--- src/rtl/op_encoder_tx_pkg.sv ---
// Shared opcode, state and frame-width definitions for the monitor-link opcode path.
// Imported by both the transmit encoder and the receive-side decoder.
package op_encoder_tx_pkg;

  localparam int OP_BITS    = 16;
  localparam int KBD_BITS   = 32;
  localparam int FRAME_BITS = OP_BITS + KBD_BITS;

  localparam logic [OP_BITS-1:0] OP_PWR_REPLY = 16'hC5E0;
  localparam logic [OP_BITS-1:0] OP_KBD_EVENT = 16'hD000;
  localparam logic [OP_BITS-1:0] OP_AUDIO_REQ = 16'h0700;

  typedef enum logic [2:0] {
    IDLE,
    START,
    OP,
    DATA,
    GUARD
  } state_t;

endpackage

--- src/rtl/op_encoder_tx_bit_timer.sv ---
// Bit-period down-counter: ticks when it reaches 0, then reloads to CLKS_PER_BIT-1.
// Held at the reload value while load is high so a new frame starts on a full bit.
module bit_timer
  import op_encoder_tx_pkg::*;
#(
  parameter int CLKS_PER_BIT = 4
) (
  input  logic clk,
  input  logic reset,
  input  logic load,
  output logic tick
);

  localparam logic [7:0] RELOAD = 8'(CLKS_PER_BIT - 1);

  logic [7:0] cnt_q, cnt_d;

  always_comb begin
    cnt_d = cnt_q - 8'd1;
    if (load || cnt_q == 8'd0) cnt_d = RELOAD;
  end

  always_ff @(posedge clk) begin
    if (reset) cnt_q <= 8'd0;
    else       cnt_q <= cnt_d;
  end

  assign tick = (cnt_q == 8'd0);

endmodule

--- src/rtl/op_encoder_tx.sv ---
// Arbitrates power-on/keyboard/audio requests and shifts {opcode[,payload]} MSB-first on idle-high tx.
// Keyboard handshakes only in IDLE with no power reply pending; pulse sources coalesce into pending flags.
module op_encoder_tx
  import op_encoder_tx_pkg::*;
#(
  parameter int CLKS_PER_BIT = 4,
  parameter int GUARD_BITS   = 2
) (
  input  logic                clk,
  input  logic                reset,
  input  logic                power_on_reply,
  input  logic                audio_req,
  input  logic                kbd_valid,
  input  logic [KBD_BITS-1:0] kbd_data,
  output logic                kbd_ready,
  output logic                tx,
  output logic                busy,
  output logic                frame_done
);

  state_t                state_q, state_d;
  logic [5:0]            bit_cnt_q, bit_cnt_d;
  logic [FRAME_BITS-1:0] sreg_q, sreg_d;
  logic                  has_data_q, has_data_d;
  logic                  pwr_pend_q, pwr_pend_d;
  logic                  aud_pend_q, aud_pend_d;
  logic                  tx_q, tx_d;
  logic                  busy_q, busy_d;
  logic                  frame_done_q, frame_done_d;
  logic                  bit_tick;
  logic                  launch_pwr, launch_kbd, launch_aud;

  bit_timer #(.CLKS_PER_BIT(CLKS_PER_BIT)) u_bit_timer (
    .clk   (clk),
    .reset (reset),
    .load  (state_q == IDLE),
    .tick  (bit_tick)
  );

  assign kbd_ready  = (state_q == IDLE) && !pwr_pend_q;
  assign launch_pwr = (state_q == IDLE) && pwr_pend_q;
  assign launch_kbd = kbd_valid && kbd_ready;
  assign launch_aud = kbd_ready && !kbd_valid && aud_pend_q;

  always_comb begin
    state_d      = state_q;
    bit_cnt_d    = bit_cnt_q;
    sreg_d       = sreg_q;
    has_data_d   = has_data_q;
    frame_done_d = 1'b0;
    // A pulse coinciding with the launch of its own type re-arms the flag.
    pwr_pend_d   = power_on_reply | (pwr_pend_q & ~launch_pwr);
    aud_pend_d   = audio_req | (aud_pend_q & ~launch_aud);

    case (state_q)
      IDLE: begin
        if (launch_pwr || launch_kbd || launch_aud) begin
          state_d    = START;
          bit_cnt_d  = 6'd0;
          has_data_d = launch_kbd;
          if (launch_pwr)      sreg_d = {OP_PWR_REPLY, 32'h0};
          else if (launch_kbd) sreg_d = {OP_KBD_EVENT, kbd_data};
          else                 sreg_d = {OP_AUDIO_REQ, 32'h0};
        end
      end
      START: begin
        if (bit_tick) begin
          state_d   = OP;
          bit_cnt_d = 6'd0;
        end
      end
      OP: begin
        if (bit_tick) begin
          sreg_d    = sreg_q << 1;
          bit_cnt_d = bit_cnt_q + 6'd1;
          if (bit_cnt_q == 6'(OP_BITS - 1)) begin
            state_d   = has_data_q ? DATA : GUARD;
            bit_cnt_d = 6'd0;
          end
        end
      end
      DATA: begin
        if (bit_tick) begin
          sreg_d    = sreg_q << 1;
          bit_cnt_d = bit_cnt_q + 6'd1;
          if (bit_cnt_q == 6'(KBD_BITS - 1)) begin
            state_d   = GUARD;
            bit_cnt_d = 6'd0;
          end
        end
      end
      GUARD: begin
        if (bit_tick) begin
          bit_cnt_d = bit_cnt_q + 6'd1;
          if (bit_cnt_q == 6'(GUARD_BITS - 1)) begin
            state_d      = IDLE;
            bit_cnt_d    = 6'd0;
            frame_done_d = 1'b1;
          end
        end
      end
      default: state_d = IDLE;
    endcase

    // Line value follows the next state so tx stays a pure flop output.
    busy_d = (state_d != IDLE);
    tx_d   = 1'b1;
    if (state_d == START)                     tx_d = 1'b0;
    else if (state_d == OP || state_d == DATA) tx_d = sreg_d[FRAME_BITS-1];
  end

  always_ff @(posedge clk) begin
    if (reset) begin
      state_q      <= IDLE;
      bit_cnt_q    <= 6'd0;
      sreg_q       <= '0;
      has_data_q   <= 1'b0;
      pwr_pend_q   <= 1'b0;
      aud_pend_q   <= 1'b0;
      tx_q         <= 1'b1;
      busy_q       <= 1'b0;
      frame_done_q <= 1'b0;
    end else begin
      state_q      <= state_d;
      bit_cnt_q    <= bit_cnt_d;
      sreg_q       <= sreg_d;
      has_data_q   <= has_data_d;
      pwr_pend_q   <= pwr_pend_d;
      aud_pend_q   <= aud_pend_d;
      tx_q         <= tx_d;
      busy_q       <= busy_d;
      frame_done_q <= frame_done_d;
    end
  end

  assign tx         = tx_q;
  assign busy       = busy_q;
  assign frame_done = frame_done_q;

endmodule

--- config.mk ---
export PLATFORM = sky130hd
export DESIGN_NAME = op_encoder_tx
export DESIGN_NICKNAME = d
export VERILOG_FILES = /design/src/rtl/op_encoder_tx_pkg.sv /design/src/rtl/op_encoder_tx_bit_timer.sv /design/src/rtl/op_encoder_tx.sv
export SDC_FILE = /design/constraint.sdc
export NUM_CORES = 1
export LEC_CHECK = 0
export CAP_MARGIN = 20
export CORE_AREA = 2 2 85 87
export DETAILED_ROUTE_END_ITERATION = 16
export DIE_AREA = 0 0 87 89
export HOLD_SLACK_MARGIN = 0.1
export PLACE_DENSITY = 0.71
export SLEW_MARGIN = 15
export SYNTH_ARGS = -nofsm -noshare
export SYNTH_HDL_FRONTEND = slang
export SYNTH_SLANG_ARGS = --single-unit
--- constraint.sdc ---
create_clock -name clk -period 2.3 [get_ports clk]
set_input_delay 0.575 -clock clk [delete_from_list [all_inputs] [get_ports clk]]
set_output_delay 0.575 -clock clk [all_outputs]
set_load 0.01 [all_outputs]
[After elaboration in Yosys (flattened, before gate mapping)]
Cells that the tools add are included.
Operators by class
  reduce and logical (&&, ||, !) cells: 22
  bitwise operators: 8
  equality and inequality tests: 16
  multiplexer cells: 28
  add/subtract/negate cells: 2
Operators by type and width (number)
  48-bit 2-to-1 mux: 4
  48-bit case mux with 2 select lines: 1
  6-bit 2-to-1 mux: 8
  6-bit case mux with 5 select lines: 1
  3-bit 2-to-1 mux: 9
  3-bit case mux with 5 select lines: 1
  3-bit by 2-bit == test with 1-bit output (second input constant): 4
  2-bit inequality test (second input constant): 5
  8-bit logical NOT: 1
  8-bit by 1-bit subtractor with 8-bit output (second input constant): 1
  6-bit by 1-bit adder with 6-bit output (second input constant): 1
  3-bit by 1-bit == test with 1-bit output (second input constant): 2
  6-bit by 1-bit == test with 1-bit output (second input constant): 1
  6-bit by 4-bit == test with 1-bit output (second input constant): 1
  6-bit by 5-bit == test with 1-bit output (second input constant): 1
  6-bit AND reduction: 1
  1-bit logical AND: 5
  5-bit nonzero test: 1
  1-bit logical OR: 4
  1-bit NOT: 4
  2-bit OR reduction: 2
  3-bit == test (second input constant): 1
  3-bit logical NOT: 1
  1-bit 2-to-1 mux: 3
  other kinds (10): 13
Word-level totals
  bits in registers: 71
  word-level logic and storage cells: 88
  output and inout bits: 4
  input port bits: 37

[Longest topological paths before layout]
  depth after elaboration: 11
  mapped depth: 8
  depth with buffers taken out: 7

[Modules after synthesis]
From an unflattened synthesis, not the netlist that was laid out.
Second synthesis, totals
  cells, all modules: 329
  area, all modules: 3089.2 um2
Modules (own cells, without submodules)
  op_encoder_tx: instances 1, cells each 287, area an instance 2685.1 um2, seq. area each 1261.2 um2
  bit_timer: instances 1, cells each 42, area an instance 404.1 um2, seq. area each 160.2 um2

[Worst setup path before layout]
No wires, ideal clock.
  kind: register -> register
  start point: register u_bit_timer.cnt_q[0]
  end point: register bit_cnt_q[0]
  path slack: 0.306 ns
  library setup time: 0.070 ns
  data required time: 2.230 ns
  cell stages (with the launch flop): 9
  clock period less this slack: 1.994 ns
  arrival time: 1.924 ns
  path buffers: 1
  path through: dfxtp_1 > inv_1 > ha_1 > or3b_2 > o21ai_1 > a32oi_1 > buf_2 > or3_1 > a21oi_1
On the way
  word-level cells in the longest chain between the ends: 3
  elaborated cells on any way between the ends: 6
  classes of those cells: 4 x eq/ne; 2 x reduce/logical
RTL lines
  from (decl): line op_encoder_tx_bit_timer.sv:16  | logic [7:0] cnt_q, cnt_d;
  from (signal assigned): line op_encoder_tx_bit_timer.sv:25  | else cnt_q <= cnt_d;
  8-bit logical NOT *: line op_encoder_tx_bit_timer.sv:28  | assign tick = (cnt_q == 8'd0);
  2-bit inequality test (no line)
  6-bit AND reduction (no line) *
  to (signal assigned): line op_encoder_tx.sv:125  | bit_cnt_q <= bit_cnt_d;
  to (decl): line op_encoder_tx.sv:22  | logic [5:0] bit_cnt_q, bit_cnt_d;
Every way passes the cells marked *; elsewhere a longest branch is shown, timed or not.
A chain may end at the register's enable or synchronous reset.

[Worst setup path after layout]
  start point: register u_bit_timer.cnt_q[0]
  end point: register bit_cnt_q[3]
The elaborated chain is that of the path after synthesis.

==> results by group <==
Power and ir drop
  – Peak VDD IR: 633 uV
  – PwrDens: 888 nW/um^2
  – Leak Pwr: 1.41 nW

Worst setup path
  – Kind of critical path: flop to flop
  – CP arrival: 2.42 ns
  – Critical Path Fanout Max: 7
  – Worst-case reg-to-reg path depth: 8
  – Crit. path cell count: 8
  – Worst Path Required: 2.56 ns
  – Endpoint type of the worst setup path: flop
  – Delay-heaviest family, CP: simple AND/OR/NAND/NOR gates
  – Max incr delay on CP: 0.50 ns
  – CP startpoint kind: flop
  – CP cell instances: inv_1, ha_1, or3b_4, o21ai_1, a32oi_1, buf_4, or4_1, a21oi_1
  – CP max stage cell: or4_1
  – CP Buf/Inv Count: 2

STA
  – Slew @ Worst Pin: 0.483 ns
  – Final min period: 2.16 ns
  – Crit share post-route: 93.9%
  – Setup_tns: 0 ns
  – Fmax: 463 MHz
  – Relative slew slack: 67.8%
  – Final WS setup: 0.141 ns
  – RSZ-0062 raised after global routing: false
  – Final Hold Fails: 0
  – Final Slew Violations: 0
  – Clk_skew: 0.00867 ns
  – Final setup vio count: 0

Clocking
  – Total CTS buffers: 9
  – Num Clock Sinks: 71
  – Hold_buf cts: 0
  – Root Buffer: clkbuf_8
  – Htree depth: 3
  – Longest Clk Path Bufs: 2
  – Worst-path clk slew: 0.08 ns
  – Post-CTS Setup Inserts: 0
  – Skew-Pair Late Insertion Delay: 0.33 ns
  – CTS tree: yes

Route
  – Routed Wire Length: 6.73 mm
  – Drt first pass iters: 9
  – DRC violations left: 0
  – Vias per cell: 5.85
  – DRT iter0 DRCs: 242
  – Via count: 2649
  – Wirelength per Cell: 14.8 um
  – Post-route ant nets: 0

Floorplan
  – Die Y: 89 um
  – Initial Utilization: 45.0%
  – Ports: 41
  – Chip width: 87 um
  – Row cnt: 30
  – Core area: 6720 sq um
  – Full die area: 7740 sq um

Yosys
  – Seq/Total Area, Yosys: 47.0%
  – Asr flop ratio synth: 0%
  – Syn nets: 368
  – Mapped cell area: 3020 sq um
  – Synth Area per Inst: 9.25 sq um
  – Synth Instances: 327
  – Number of synthesized flops with an enable pin: 0
  – Most used DFF post-synth: dfxtp_1
  – Yosys cell types: 50
  – Yosys warnings: 0
  – #FFs+latches synth: 71

Hold path
  – Worst Hold Class: flop to flop
  – Hold depth: 2

Placed design
  – Place WS: 0.0365 ns
  – Final Wtd Congestion: 0.805
  – Number of port buffers: 40
  – Hpwl dp: 4.53 mm
  – Post-DP Area: 3510 sq um

Final layout
  – Ant. Diodes: 0
  – Area Growth Syn to Fin: 24.4%
  – Post-Layout Inst Area: 3760 sq um
  – Final-stage net count: 409
  – Layout cells sized above 1: 11.5%

Global routing
  – Total congestion overflow: 0
  – First-pass GRT wire length: 11.3 mm
  – Vias in the first global route: 2487
  – Largest net degree at the start of global routing: 46
  – Initial antenna violation count: 0
  – Tot GR Track Use: 18.3%

Run
  – Max Cap Viol: 0

Run status
  – Outcome: completed
## power breakdown
group | internal, mW | switching, mW
clock network | 0.756 | 0.480
logic | 0.329 | 0.370
registers | 1.33 | 0.0754
total | 2.41 | 0.925
## Yosys cell counts (3+ instances only)
cell	number	area, sq um
a21oi_1	16	80.1
a221oi_1	3	26.3
a222oi_1	34	340
a22oi_1	9	67.6
buf_2	9	45.0
buf_4	3	22.5
buf_6	5	56.3
clkbuf_1	9	33.8
dfxtp_1	71	1420
ha_1	4	50.1
inv_1	6	22.5
nand2_1	15	56.3
nand2b_1	4	25.0
nand3_1	3	15.0
nor2_1	69	259
nor2b_1	3	18.8
nor3_1	5	25.0
nor4_1	4	25.0
o21a_1	3	22.5
o21ai_0	8	40.0
or3_1	6	37.5
xor2_1	3	26.3
## worst reg2reg max path: cells and delay by family (launching register included)
family | cells | cell delay, ns
AND/OR/NAND/NOR | 2 | 0.92
AO/OA/AOI/OAI | 3 | 0.39
flip-flops | 1 | 0.33
buffers and inverters | 2 | 0.28
adder cells (fa/ha/maj) | 1 | 0.17
## what timing repair did
| item | in CTS | in global routing |
|---|---|---|
| endpoints found under the setup margin | 1 | 5 |
| hold endpoints to repair | 0 | 0 |
| resized for setup | 1 | 1 |
| cloned | 0 | 0 |
| pin swaps | 0 | 0 |
## per-layer routing
layer	vias up	track usage (%)	part of all wire, %
li1	1321	-	-
met1	1251	22.6	46
met2	72	29.8	47
met3	5	6.46	6.5
met4	0	6.53	0.65
met5	-	0	0
## registers in the layout, summed over array words and instances, names as in the netlist
register and count:
bit_cnt_q 6, has_data_q 1, u_bit_timer.cnt_q 8, busy 1, pwr_pend_q 1, sreg_q 48
frame_done 1, tx 1, state_q 3, aud_pend_q 1
## final timing paths
check,from,endpoint,slack [ns]
setup reg to reg,u_bit_timer.cnt_q[0],bit_cnt_q[3],0.14
hold / removal,sreg_q[40],sreg_q[40],0.45
setup / recovery,u_bit_timer.cnt_q[0],bit_cnt_q[3],0.14
hold reg to reg,sreg_q[40],sreg_q[40],0.45
## final cells by class
| cell class | instances | area [sq um] |
|---|---|---|
| sequential | 71 | 1420 |
| inverter | 6 | 22.5 |
| timing repair buffer | 57 | 547 |
| multi-input combinational | 223 | 1420 |
| clock buffer | 10 | 138 |
| tap | 80 | 100 |
| clock inverter | 6 | 115 |
| fill | 599 | 2960 |
## per-stage QoR
step | hold slack (ns) | utilization, % | power, mW | instances
after floorplan | 0.423 | - | 1.89 | 327
after global placement | 0.439 | 52.2 | 2.11 | 437
after detailed placement | 0.441 | 52.2 | 2.13 | 437
after CTS | 0.452 | 55.9 | 3.36 | 453
after global routing | 0.482 | 56.0 | 3.51 | 453
final | 0.450 | 56.0 | 3.34 | 453
## cell usage in the layout (no fill, tap or decap), drive strengths merged, types with 6 or more instances in the layout
cell type / count
dfxtp: 71
nor2: 70
clkdlybuf4s50: 38
a222oi: 34
buf: 18
a21oi: 16
nand2: 15
clkbuf: 10
o21ai: 10
a22oi: 9
inv: 7
nor3: 7
or3: 6
## logic make-up after synthesis
group	count (synthesis)	share of synthesized area, %
compound gates	89	23.3
xor+xnor	5	1.45
fa+ha+maj	4	1.66
buf+inv	33	6.41
flops	71	47.0
mux	1	0.331
simple gates	124	19.8
Note: power is estimated with default switching activity, not from simulation.
